File: config.mk
export PLATFORM = sky130hd
export DESIGN_NAME = balsa_sync_sink
export DESIGN_NICKNAME = d
export VERILOG_FILES = /design/src/rtl/balsa_sync_sink.sv
export SDC_FILE = /design/constraint.sdc
export NUM_CORES = 1
export LEC_CHECK = 0
export CORE_ASPECT_RATIO = 0.9
export CORE_MARGIN = 1
export CORE_UTILIZATION = 59
export DETAILED_ROUTE_END_ITERATION = 10
export GPL_TIMING_DRIVEN = 0
export PLACE_DENSITY = 0.84
export SLEW_MARGIN = 20
export SYNTH_ARGS = -nofsm -noshare
export SYNTH_HDL_FRONTEND = slang
export SYNTH_SLANG_ARGS = --single-unit
export TNS_END_PERCENT = 30
File: constraint.sdc
create_clock -name clk -period 5.5 [get_ports clk]
set_clock_uncertainty 0.2 [all_clocks]
set_input_delay 1.1 -clock clk [delete_from_list [all_inputs] [get_ports clk]]
set_output_delay 1.1 -clock clk [all_outputs]
set_load 0.01 [all_outputs]
File: src/rtl/balsa_sync_sink.sv
// Four-phase bundled-data push sink feeding a valid/ready FIFO; acks SYNC_STAGES+1 edges after request, withheld while full.
// Optional saturating stall counter port stall_cnt enabled by BALSA_SYNC_SINK_STALL_CNT_EN.
module balsa_sync_sink #(
  parameter int WIDTH       = 8,
  parameter int DEPTH       = 4,
  parameter int SYNC_STAGES = 2
) (
  input  logic                     clk,
  input  logic                     initialise,
  input  logic                     o_0r,
  output logic                     o_0a,
  input  logic [WIDTH-1:0]         o_0d,
  output logic                     out_valid,
  input  logic                     out_ready,
  output logic [WIDTH-1:0]         out_data,
  output logic [$clog2(DEPTH):0]   count
`ifdef BALSA_SYNC_SINK_STALL_CNT_EN
  ,
  output logic [15:0]              stall_cnt
`endif
);

  localparam int AW = $clog2(DEPTH);
  localparam logic [AW:0] CNT_ONE = (AW+1)'(1);

  typedef enum logic {
    IDLE = 1'b0,
    ACK  = 1'b1
  } state_t;

  state_t                 state_q;
  state_t                 state_d;
  logic [SYNC_STAGES-1:0] sync_q;
  logic                   req_s;
  logic [AW:0]            wr_ptr;
  logic [AW:0]            rd_ptr;
  logic [AW:0]            rd_next;
  logic [WIDTH-1:0]       mem [DEPTH];
  logic                   full;
  logic                   push_ok;
  logic                   push;
  logic                   pop;

  // Request crosses into clk here; o_0d is sampled raw because it is already stable by the time req_s rises.
  always_ff @(posedge clk or posedge initialise) begin
    if (initialise) begin
      sync_q <= '0;
    end else begin
      sync_q <= {sync_q[SYNC_STAGES-2:0], o_0r};
    end
  end

  assign req_s = sync_q[SYNC_STAGES-1];

  assign count     = wr_ptr - rd_ptr;
  assign out_valid = (wr_ptr != rd_ptr);
  assign full      = (wr_ptr[AW] != rd_ptr[AW]) && (wr_ptr[AW-1:0] == rd_ptr[AW-1:0]);
  assign pop       = out_valid && out_ready;
  assign push_ok   = !full || pop;
  assign rd_next   = rd_ptr + 1'b1;

  always_ff @(posedge clk or posedge initialise) begin
    if (initialise) begin
      state_q <= IDLE;
    end else begin
      state_q <= state_d;
    end
  end

  // One write per four-phase cycle: the write only happens on the IDLE->ACK transition.
  always_comb begin
    state_d = state_q;
    push    = 1'b0;
    case (state_q)
      IDLE: begin
        if (req_s && push_ok) begin
          push    = 1'b1;
          state_d = ACK;
        end
      end
      ACK: begin
        if (!req_s) begin
          state_d = IDLE;
        end
      end
      default: state_d = IDLE;
    endcase
  end

  assign o_0a = (state_q == ACK);

  always_ff @(posedge clk or posedge initialise) begin
    if (initialise) begin
      wr_ptr <= '0;
      rd_ptr <= '0;
    end else begin
      if (push) begin
        wr_ptr <= wr_ptr + 1'b1;
      end
      if (pop) begin
        rd_ptr <= rd_next;
      end
    end
  end

  always_ff @(posedge clk) begin
    if (push) begin
      mem[wr_ptr[AW-1:0]] <= o_0d;
    end
  end

  // Registered head: loads the incoming byte when it becomes the head, holds when the FIFO drains empty.
  always_ff @(posedge clk or posedge initialise) begin
    if (initialise) begin
      out_data <= '0;
    end else if (push && (!out_valid || (pop && count == CNT_ONE))) begin
      out_data <= o_0d;
    end else if (pop && count > CNT_ONE) begin
      out_data <= mem[rd_next[AW-1:0]];
    end
  end

`ifdef BALSA_SYNC_SINK_STALL_CNT_EN
  logic stall;

  assign stall = (state_q == IDLE) && req_s && !push_ok;

  always_ff @(posedge clk or posedge initialise) begin
    if (initialise) begin
      stall_cnt <= '0;
    end else if (stall && stall_cnt != 16'hFFFF) begin
      stall_cnt <= stall_cnt + 16'd1;
    end
  end
`endif

endmodule

* Yosys cells after proc, flatten, opt, wreduce, memory -nomap -nowiden *
Memory sizes are Yosys's and may differ from the RTL's.
Cells that the tools add are included.
Widths: inputs -> output; s select.

storage, ports and cells
  flip-flop bits (word level) = 17
  RAM bits = 32
  output and inout port bits = 13
  word-level logic and storage cells = 34
  memories kept = 1

memories
  name  words  bits a word  read ports  clocked after Yosys merged registers in  wr ports  RTL line  text
  mem   4      8            1           0                                        1         38        logic [WIDTH-1:0] mem [DEPTH];

operators by class
  add/subtract/negate cells = 3
  $lt $le $gt $ge = 1
  equal/unequal tests = 4
  mux-type cells = 8
  bitwise logic cells = 1
  reduce and logical (&&, ||, !) cells = 11

operator list
  cell                 count
  $mux 8               2
  $add 3x1->3 const B  2
  $logic_and 1x1->1    6
  $mux 1               5
  $eq 3x1->1 const B   1
  $gt 3x1->1 const B   1
  $ne 3x3->1           1
  $sub 3x3->3          1
  $eq 2x2->1           1
  $logic_not 1->1      2
  $logic_or 1x1->1     2
  $pmux 1 s2           1
  $reduce_bool 2->1    1
  $ne 1x1->1           1
  $not 1->1            1

* Longest topological paths before layout *
Gate-level depths: netlist of run 1.

  depth in word-level cells = 9
  mapped depth = 8
  gate-level depth less buffers = 7

* Least setup slack after synthesis of run 1 *
No wires, ideal clock.

  path kind = reg-to-output
  start = reg wr_ptr[0]
  end = out count[2]
  data arrival time = 1,379 ps
  data required time = 4,200 ps
  path slack = 2,821 ps
  cell stages (with the launch flop) = 6
  buffers on the path = 0
  cells stage by stage = dfrtp_1 inv_1 ha_1 fa_1 xnor3_1 inv_1

on the way
  cells in the longest elaborated chain, start to end = 1

ends and longest elaborated chain
  item                      RTL line  text
  start: declaration        35        logic [AW:0] wr_ptr;
  start signal: assignment  98        wr_ptr <= wr_ptr + 1'b1;
  $sub 3x3->3               55        assign count = wr_ptr - rd_ptr;
  end: declaration          16        output logic [$clog2(DEPTH):0] count

Every way passes these cells.

* Final worst setup path of run 1 *
Same ends and word-level chain as after synthesis.

==> results of run 1 <==
## flip-flops by register name, summed over array words and instances, names as in the netlist
name	count
mem	32
rd_ptr	3
o_0a	1
wr_ptr	3
out_data	8
sync_q	2
## Yosys cell counts, types with 2 or more instances
library cell / number / share of area, %
buf_2: 2 / 0.48
ha_1: 7 / 4.2
xnor2_1: 4 / 1.7
and2_1: 5 / 1.5
mux2_2: 9 / 4.8
mux2_1: 8 / 4.3
edfxtp_1: 32 / 46
nand2_1: 4 / 0.71
mux4_2: 8 / 8.6
inv_1: 10 / 1.8
dfrtp_1: 17 / 20
## kinds of logic after synthesis
group | Yosys count | share of synthesized area, %
flops | 49 | 66.0
mux | 25 | 17.7
buf+inv | 13 | 2.44
simple gates | 12 | 2.98
fa+ha+maj | 8 | 5.12
xor+xnor | 6 | 3.16
compound gates | 5 | 2.62
## power breakdown
group          leakage (nW)  switching, mW  total (mW)  internal, mW
clock                0.0455          0.120       0.208        0.0881
combinational         0.402          0.349       0.763         0.415
sequential            0.490         0.0487       0.533         0.485
total                 0.937          0.517        1.50         0.987
## worst min path at each step
stage / from / endpoint / slack (ns) / cells past startpoint
floorplan: sync_q[0] / sync_q[1] / 0.13 / 0
detailed placement: sync_q[0] / sync_q[1] / 0.15 / 0
global placement: sync_q[0] / sync_q[1] / 0.13 / 0
CTS: sync_q[0] / sync_q[1] / 0.17 / 0
global route: sync_q[0] / sync_q[1] / 0.18 / 0
finish: sync_q[0] / sync_q[1] / 0.17 / 0
## critical path, delay by kind of cell, from the launching register on
| kind | cells | cell delay (ns) |
|---|---|---|
| buffers and inverters | 3 | 0.71 |
| adders and majority gates | 2 | 0.62 |
| xor gates and xnor gates | 1 | 0.26 |
| DFF | 1 | 0.39 |
## routing by layer
layer / GRT usage (%) / routed length (microns) / vias up / share of wire (%)
met2: 40.2 / 1970 / 19 / 53
met3: 4.65 / 93 / 7 / 2.5
li1: - / - / 497 / -
met4: 10.5 / 68 / 0 / 1.8
met1: 26.6 / 1610 / 550 / 43
met5: 0 / 0 / - / 0
## metrics by stage
stage                     worst slack [ns]  cell area (sq um)  hold slack [ns]  power (mW)  std cells
after detailed placement              2.19               2400            0.150        1.31        186
final                                 1.92               2480            0.169        1.50        194
after CTS                             1.92               2480            0.170        1.52        194
after global placement                2.24               2400            0.134        1.27        186
after global routing                  1.85               2480            0.185        1.59        194
after floorplan                       2.82               2100            0.131        1.04        118
## layout make-up
type,count,area (sq um)
Timing Repair Buffer,24,240
Inverter,10,37.5
Clock inverter,3,17.5
Fill cell,200,896
Clock buffer,5,68.8
Buffer,3,13.8
Tap cell,44,55.1
Sequential cell,49,1390
Multi-Input combinational cell,56,663
==> results.json, run 1 <==
{
  "grt_pass1_wl_mm": 5.82,
  "rsz0062_at_grt": "no",
  "final_cell_mix": "edfxtp_1, clkdlybuf4s50_1, dfrtp_1, inv_1, mux2_2",
  "hpwl_mm": 2.59,
  "syn_inst": 118,
  "grt_overflow": 0,
  "ir_drop_mv": 0.328,
  "fin_crit_sh_pct": 65.1,
  "setup-tns-final_ns": 0,
  "clock_sinks": 49,
  "antenna_left": 0,
  "cts_resized": 0,
  "ys.flop_type": "edfxtp_1",
  "yosysWarnings": 0,
  "critical_path_class": "register to output port",
  "avgSynthCellArea_sq_um": 17.8,
  "maxCapViolCount": 0,
  "grt_max_degree": 18,
  "crit_path_end_kind": "output port",
  "p_leak_nw": 0.937,
  "crit_path_start_kind": "register",
  "crit_fanout": 4,
  "ys_types": 23,
  "path_clk_slew_ns": 0.08,
  "layout-drive-gt1-share_pct": 18.0,
  "async_flop_share_pct": 34.7,
  "setup_viol": 0,
  "ys_ff_latch": 49,
  "status": "completed",
  "die-area_sq_um": 3800,
  "cp.required_ns": 4.20,
  "hold_viol": 0,
  "htree_num_levels": 2,
  "hold_class": "register to register",
  "crit_path_top_delay_cell": "clkdlybuf4s50_1",
  "reg2reg_from": "wr_ptr[0]",
  "layout_min_cycle_time_ns": 3.58,
  "die_x_microns": 64.9,
  "antenna_cells": 0,
  "cts_hold_buf": 0,
  "fp-row-count": 20,
  "dieHeight_microns": 58.6,
  "r2r-end": "out_data[3]",
  "port-buffer-count": 24,
  "tritoncts": "done",
  "via_count": 1073,
  "path_common_cell": "inv_1",
  "synthesis.nets": 138,
  "path_cells": "inv_1 > ha_1 > fa_1 > xnor3_1 > inv_1 > clkdlybuf4s50_1",
  "ios": 25,
  "initial_utilization_pct": 62.2,
  "syn_to_final_growth_pct": 18.2,
  "wirelength_mm": 3.74,
  "endpoint": "count[2]",
  "vias_per_cell": 5.53,
  "drv_slew": 0,
  "tightest_slew_ns": 0.710,
  "gp_congestion": 0.700,
  "max_freq_mhz": 279,
  "utilization_pct": 73.5,
  "synth-edff-count": 32,
  "critical-path-max-stage-delay_ns": 0.53,
  "dr.pass1.iters": 4,
  "r2r_cells": 7,
  "maxSlewHeadroom_pct": 52.6,
  "final_common_cell": "edfxtp_1",
  "nets": 169,
  "clock-root-buffer": "clkbuf_8",
  "grt_usage_pct": 22.6,
  "startpoint": "wr_ptr[0]",
  "grt_pass1_vias": 1145,
  "cts_setup_buffers": 0,
  "core-area_sq_um": 3380,
  "clockBufferDepth": 2,
  "drc": 0,
  "wl_per_cell_microns": 19.3,
  "drtIter0Drc": 51,
  "netlist_area_sq_um": 2100,
  "cp_data_arrival_time_ns": 2.28,
  "insertion_delay_ns": 0.30,
  "antenna_found_initial": 0,
  "numCtsBuffers": 5,
  "seq_area_frac_synth_pct": 66.0,
  "rrSetupSlack_ns": 2.52,
  "p_per_area_nw_per_um2": 606
}
Power figures use the tool's default switching activity.
==> run 2: changes to the inputs <==
--- a/config.mk
+++ b/config.mk
@@ -7,10 +7,10 @@
 export LEC_CHECK = 0
 export CORE_ASPECT_RATIO = 0.9
 export CORE_MARGIN = 1
-export CORE_UTILIZATION = 59
+export CORE_UTILIZATION = 54
 export DETAILED_ROUTE_END_ITERATION = 10
 export GPL_TIMING_DRIVEN = 0
-export PLACE_DENSITY = 0.84
+export PLACE_DENSITY = 0.78
 export SLEW_MARGIN = 20
 export SYNTH_ARGS = -nofsm -noshare
 export SYNTH_HDL_FRONTEND = slang
==> constraint.sdc (replaced) <==
create_clock -name clk -period 3.5 [get_ports clk]
set_clock_uncertainty 0.2 [all_clocks]
set_input_delay 0.7 -clock clk [delete_from_list [all_inputs] [get_ports clk]]
set_output_delay 0.7 -clock clk [all_outputs]
set_load 0.01 [all_outputs]
==> results.json, run 2 (same netlist as run 1, synthesis figures left out) <==
{
  "status": "completed",
  "fp-row-count": 21,
  "clockBufferDepth": 2,
  "layout-drive-gt1-share_pct": 18.0,
  "syn_to_final_growth_pct": 18.3,
  "drc": 0,
  "comb_power_share_pct": 50.6,
  "path_cells": "inv_1 > ha_1 > fa_1 > xnor3_1 > inv_1 > clkdlybuf4s50_1",
  "utilization_pct": 66.6,
  "htree_num_levels": 2,
  "initial_utilization_pct": 56.3,
  "critical-path-max-stage-delay_ns": 0.53,
  "gp_congestion": 0.692,
  "grt_usage_pct": 19.6,
  "die_x_microns": 67.7,
  "final_common_cell": "edfxtp_1",
  "numCtsBuffers": 5,
  "hold_path_depth": 0,
  "ir_drop_mv": 0.471,
  "crit_path_top_delay_cell": "clkdlybuf4s50_1",
  "rsz0062_at_grt": "no",
  "vias_per_cell": 5.50,
  "cts_setup_buffers": 0,
  "port-buffer-count": 24,
  "drtIter0Drc": 49,
  "wl_per_cell_microns": 17.8,
  "p_per_area_nw_per_um2": 947,
  "rrSetupSlack_ns": 0.51,
  "cts_resized": 0,
  "r2r_cells": 7,
  "tritoncts": "done",
  "setup-tns-final_ns": 0,
  "swShare_pct": 33.9,
  "p_leak_nw": 0.937,
  "wirelength_mm": 3.49,
  "die-area_sq_um": 4140,
  "antenna_cells": 0,
  "drv_slew": 0,
  "max_freq_mhz": 314,
  "cp_data_arrival_time_ns": 2.28,
  "insertion_delay_ns": 0.30,
  "nets": 169,
  "clock-root-buffer": "clkbuf_8",
  "clock_sinks": 49,
  "cp.required_ns": 2.60,
  "layout_min_cycle_time_ns": 3.18,
  "setup_viol": 0,
  "clockPowerShare_pct": 13.9,
  "tightest_slew_ns": 0.715,
  "grt_pass1_wl_mm": 5.35,
  "path_common_cell": "inv_1",
  "path_clk_slew_ns": 0.08,
  "maxCapViolCount": 0,
  "antenna_found_initial": 0,
  "grt_max_degree": 18,
  "reg2reg_from": "wr_ptr[0]",
  "critical_path_class": "register to output port",
  "power.switching_uw": 799,
  "final_cell_mix": "edfxtp_1, clkdlybuf4s50_1, dfrtp_1, inv_1, mux2_2",
  "min_from": "sync_q[0]",
  "whs_endpoint": "sync_q[1]",
  "core-area_sq_um": 3730,
  "cts_hold_buf": 0,
  "grt_pass1_vias": 1147,
  "dieHeight_microns": 61.2,
  "via_count": 1078,
  "ios": 25,
  "hold_viol": 0,
  "fin_crit_sh_pct": 90.9,
  "hold_class": "register to register",
  "crit_fanout": 4,
  "maxSlewHeadroom_pct": 52.3,
  "placed_cell_area_sq_um": 2400,
  "grt_overflow": 0,
  "p_int_mw": 1.55,
  "power.share.sequential_pct": 35.5,
  "antenna_left": 0,
  "dr.pass1.iters": 4,
  "r2r-end": "out_data[1]",
  "hpwl_mm": 2.38,
  "crit_path_start_kind": "register",
  "crit_path_end_kind": "output port",
  "largest_reg_flops": 32,
  "stdcell_area_sq_um": 2480
}
-- run 2: cell count changes in the layout (fill, tap and decap cells not counted), sizes merged --
cell / delta
clkbuf: +1
clkinv: -2
inv: +1
-- run 2: worst max-delay path by stage --
stage	startpoint	to	slack (ns)	cells past startpoint
after floorplan	wr_ptr[0]	out_data[0]	0.88	7
after global placement	wr_ptr[0]	out_data[7]	0.60	7
after detailed placement	wr_ptr[0]	out_data[1]	0.51	7
after CTS	wr_ptr[0]	count[2]	0.31	6
after global routing	wr_ptr[0]	count[2]	0.23	6
final	wr_ptr[0]	count[2]	0.32	6
-- run 2: worst max-delay path, delay by kind of cell (launching register included) --
family,cells,cell delay (ns)
buf+inv,3,0.72
fa+ha+maj,2,0.60
flops,1,0.38
xor+xnor,1,0.26
-- run 2: routing by layer --
metal / share of wire [%] / vias to the layer above / wire (microns) / global-route usage, %
li1: - / 496 / - / -
met1: 42 / 553 / 1460 / 23.0
met2: 53 / 22 / 1860 / 33.5
met3: 2.8 / 7 / 96 / 4.44
met4: 2.1 / 0 / 74 / 10.9
met5: 0 / - / 0 / 0
-- run 2: area by class of cell --
class,count,area [sq um]
timing repair buffer,24,240
inverter,10,37.5
multi-input combinational,56,663
clock inverter,2,13.8
tap,46,57.6
fill,268,1250
sequential,49,1390
buffer,3,13.8
clock buffer,6,72.6
-- run 2: through the flow --
step           std cells  total power [mW]  hold slack [ns]  setup WS, ns
2_1_floorplan        118              1.64            0.131         0.880
3_3_place_gp         188              2.00            0.135         0.603
3_5_place_dp         188              2.05            0.145         0.511
4_1_cts              196              2.38            0.165         0.305
5_1_grt              196              2.52            0.177         0.229
6_report             196              2.35            0.162         0.318
-- run 2: power groups by stage --
stage / sequential, mW / combinational, mW / clock [mW]
after floorplan: 0.857 / 0.780 / 0
after global placement: 0.838 / 1.16 / 0
after detailed placement: 0.849 / 1.20 / 0
after CTS: 0.837 / 1.21 / 0.333
after global routing: 0.852 / 1.31 / 0.358
final: 0.835 / 1.19 / 0.327
==> run 3: changes to the inputs <==
--- a/config.mk
+++ b/config.mk
@@ -6,7 +6,7 @@
 export NUM_CORES = 1
 export LEC_CHECK = 0
 export CORE_ASPECT_RATIO = 0.9
-export CORE_MARGIN = 1
+export CORE_MARGIN = 1.5
 export CORE_UTILIZATION = 54
 export DETAILED_ROUTE_END_ITERATION = 10
 export GPL_TIMING_DRIVEN = 0
==> results.json, run 3 (same netlist as run 1, synthesis figures left out) <==
{
  "status": "completed",
  "path_cells": "inv_1 > ha_1 > fa_1 > xnor3_1 > inv_1 > clkdlybuf4s50_1",
  "cp_data_arrival_time_ns": 2.29,
  "ios": 25,
  "p_leak_nw": 0.947,
  "die-area_sq_um": 4270,
  "wl_per_cell_microns": 18.5,
  "antenna_left": 0,
  "gp_congestion": 0.748,
  "total_power_mw": 2.43,
  "dr.pass1.iters": 4,
  "critical-path-max-stage-delay_ns": 0.53,
  "die_x_microns": 68.7,
  "fin_crit_sh_pct": 91.0,
  "port-buffer-count": 24,
  "insertion_delay_ns": 0.30,
  "crit_path_start_kind": "register",
  "max_freq_mhz": 314,
  "path_common_cell": "inv_1",
  "cp.required_ns": 2.60,
  "grt_pass1_vias": 1256,
  "cpLargestDelayFamily": "buffers and inverters",
  "maxSlewHeadroom_pct": 53.1,
  "cts_setup_buffers": 0,
  "crit_path_top_delay_cell": "clkdlybuf4s50_1",
  "layout_min_cycle_time_ns": 3.19,
  "initial_utilization_pct": 56.3,
  "rsz0062_at_grt": "no",
  "dieHeight_microns": 62.2,
  "cts_resized": 0,
  "tritoncts": "done",
  "hold_viol": 0,
  "layout-drive-gt1-share_pct": 18.0,
  "tightest_slew_ns": 0.703,
  "crit_path_end_kind": "output port",
  "critical_path_class": "register to output port",
  "largest_reg_flops": 32,
  "drv_slew": 0,
  "hold_class": "register to register",
  "htree_num_levels": 2,
  "drtIter0Drc": 57,
  "antenna_found_initial": 0,
  "fp-row-count": 21,
  "clock_sinks": 49,
  "n_fill_cell": 258,
  "path_clk_slew_ns": 0.08,
  "vias_per_cell": 5.46,
  "p_per_area_nw_per_um2": 970,
  "clockBufferDepth": 2,
  "hpwl_mm": 2.47,
  "nets": 169,
  "grt_max_degree": 18,
  "grt_overflow": 0,
  "cts_hold_buf": 0,
  "antenna_cells": 0,
  "via_count": 1070,
  "wirelength_mm": 3.63,
  "path_buf_inv": 3,
  "grt_usage_pct": 20.1,
  "setup_viol": 0,
  "crit_fanout": 4,
  "final_common_cell": "edfxtp_1",
  "final_cell_mix": "edfxtp_1, clkdlybuf4s50_1, dfrtp_1, inv_1, mux2_2",
  "drc": 0,
  "grt_pass1_wl_mm": 6.03,
  "setup-tns-final_ns": 0,
  "clock-root-buffer": "clkbuf_8",
  "numCtsBuffers": 5,
  "core-area_sq_um": 3730,
  "syn_to_final_growth_pct": 19.3,
  "ir_drop_mv": 0.540,
  "maxCapViolCount": 0
}
-- run 3: per-stage QoR --
step	area [sq um]	hold slack [ns]	setup slack, ns	util (%)	instances
detailed placement	2400	0.140	0.532	64.3	188
global route	2510	0.163	0.186	67.2	196
global placement	2400	0.135	0.604	64.3	188
CTS	2510	0.158	0.312	67.2	196
finish	2510	0.156	0.315	67.2	196
floorplan	2100	0.131	0.880	-	118
-- run 3: worst paths after layout --
check / startpoint / endpoint / slack [ns] / cells past startpoint
worst max-delay path: wr_ptr[0] / count[2] / 0.31 / 6
worst min-delay path: sync_q[0] / sync_q[1] / 0.16 / 0
worst max register to register: wr_ptr[0] / out_data[2] / 0.50 / 7
worst min register to register: sync_q[0] / sync_q[1] / 0.16 / 0
max in group asynchronous: initialise / out_data[1] / 2.03 / 2
min in group asynchronous: initialise / out_data[4] / 0.62 / 2
-- run 3: metal layers --
layer | GRT usage [%] | part of all wire [%]
met3 | 4.35 | 2.7
met5 | 0 | 0
met2 | 34.9 | 54
met1 | 24.2 | 42
met4 | 6.86 | 1.2
-- run 3: power breakdown --
part,leakage [nW],switching (mW),internal [mW],total [mW]
clock,0.0552,0.179,0.212,0.391
combinational,0.402,0.548,0.653,1.20
sequential,0.490,0.0780,0.762,0.840
-- run 3: area by class of cell --
cell class | instances | area, sq um | share of cell area, %
buffer | 3 | 13.8 | 0.549
inverter | 10 | 37.5 | 1.50
sequential | 49 | 1390 | 55.3
multi-input combinational | 56 | 663 | 26.5
clock buffer | 6 | 72.6 | 2.90
tap | 46 | 57.6 | 2.30
clock inverter | 2 | 35.0 | 1.40
timing repair buffer | 24 | 240 | 9.59
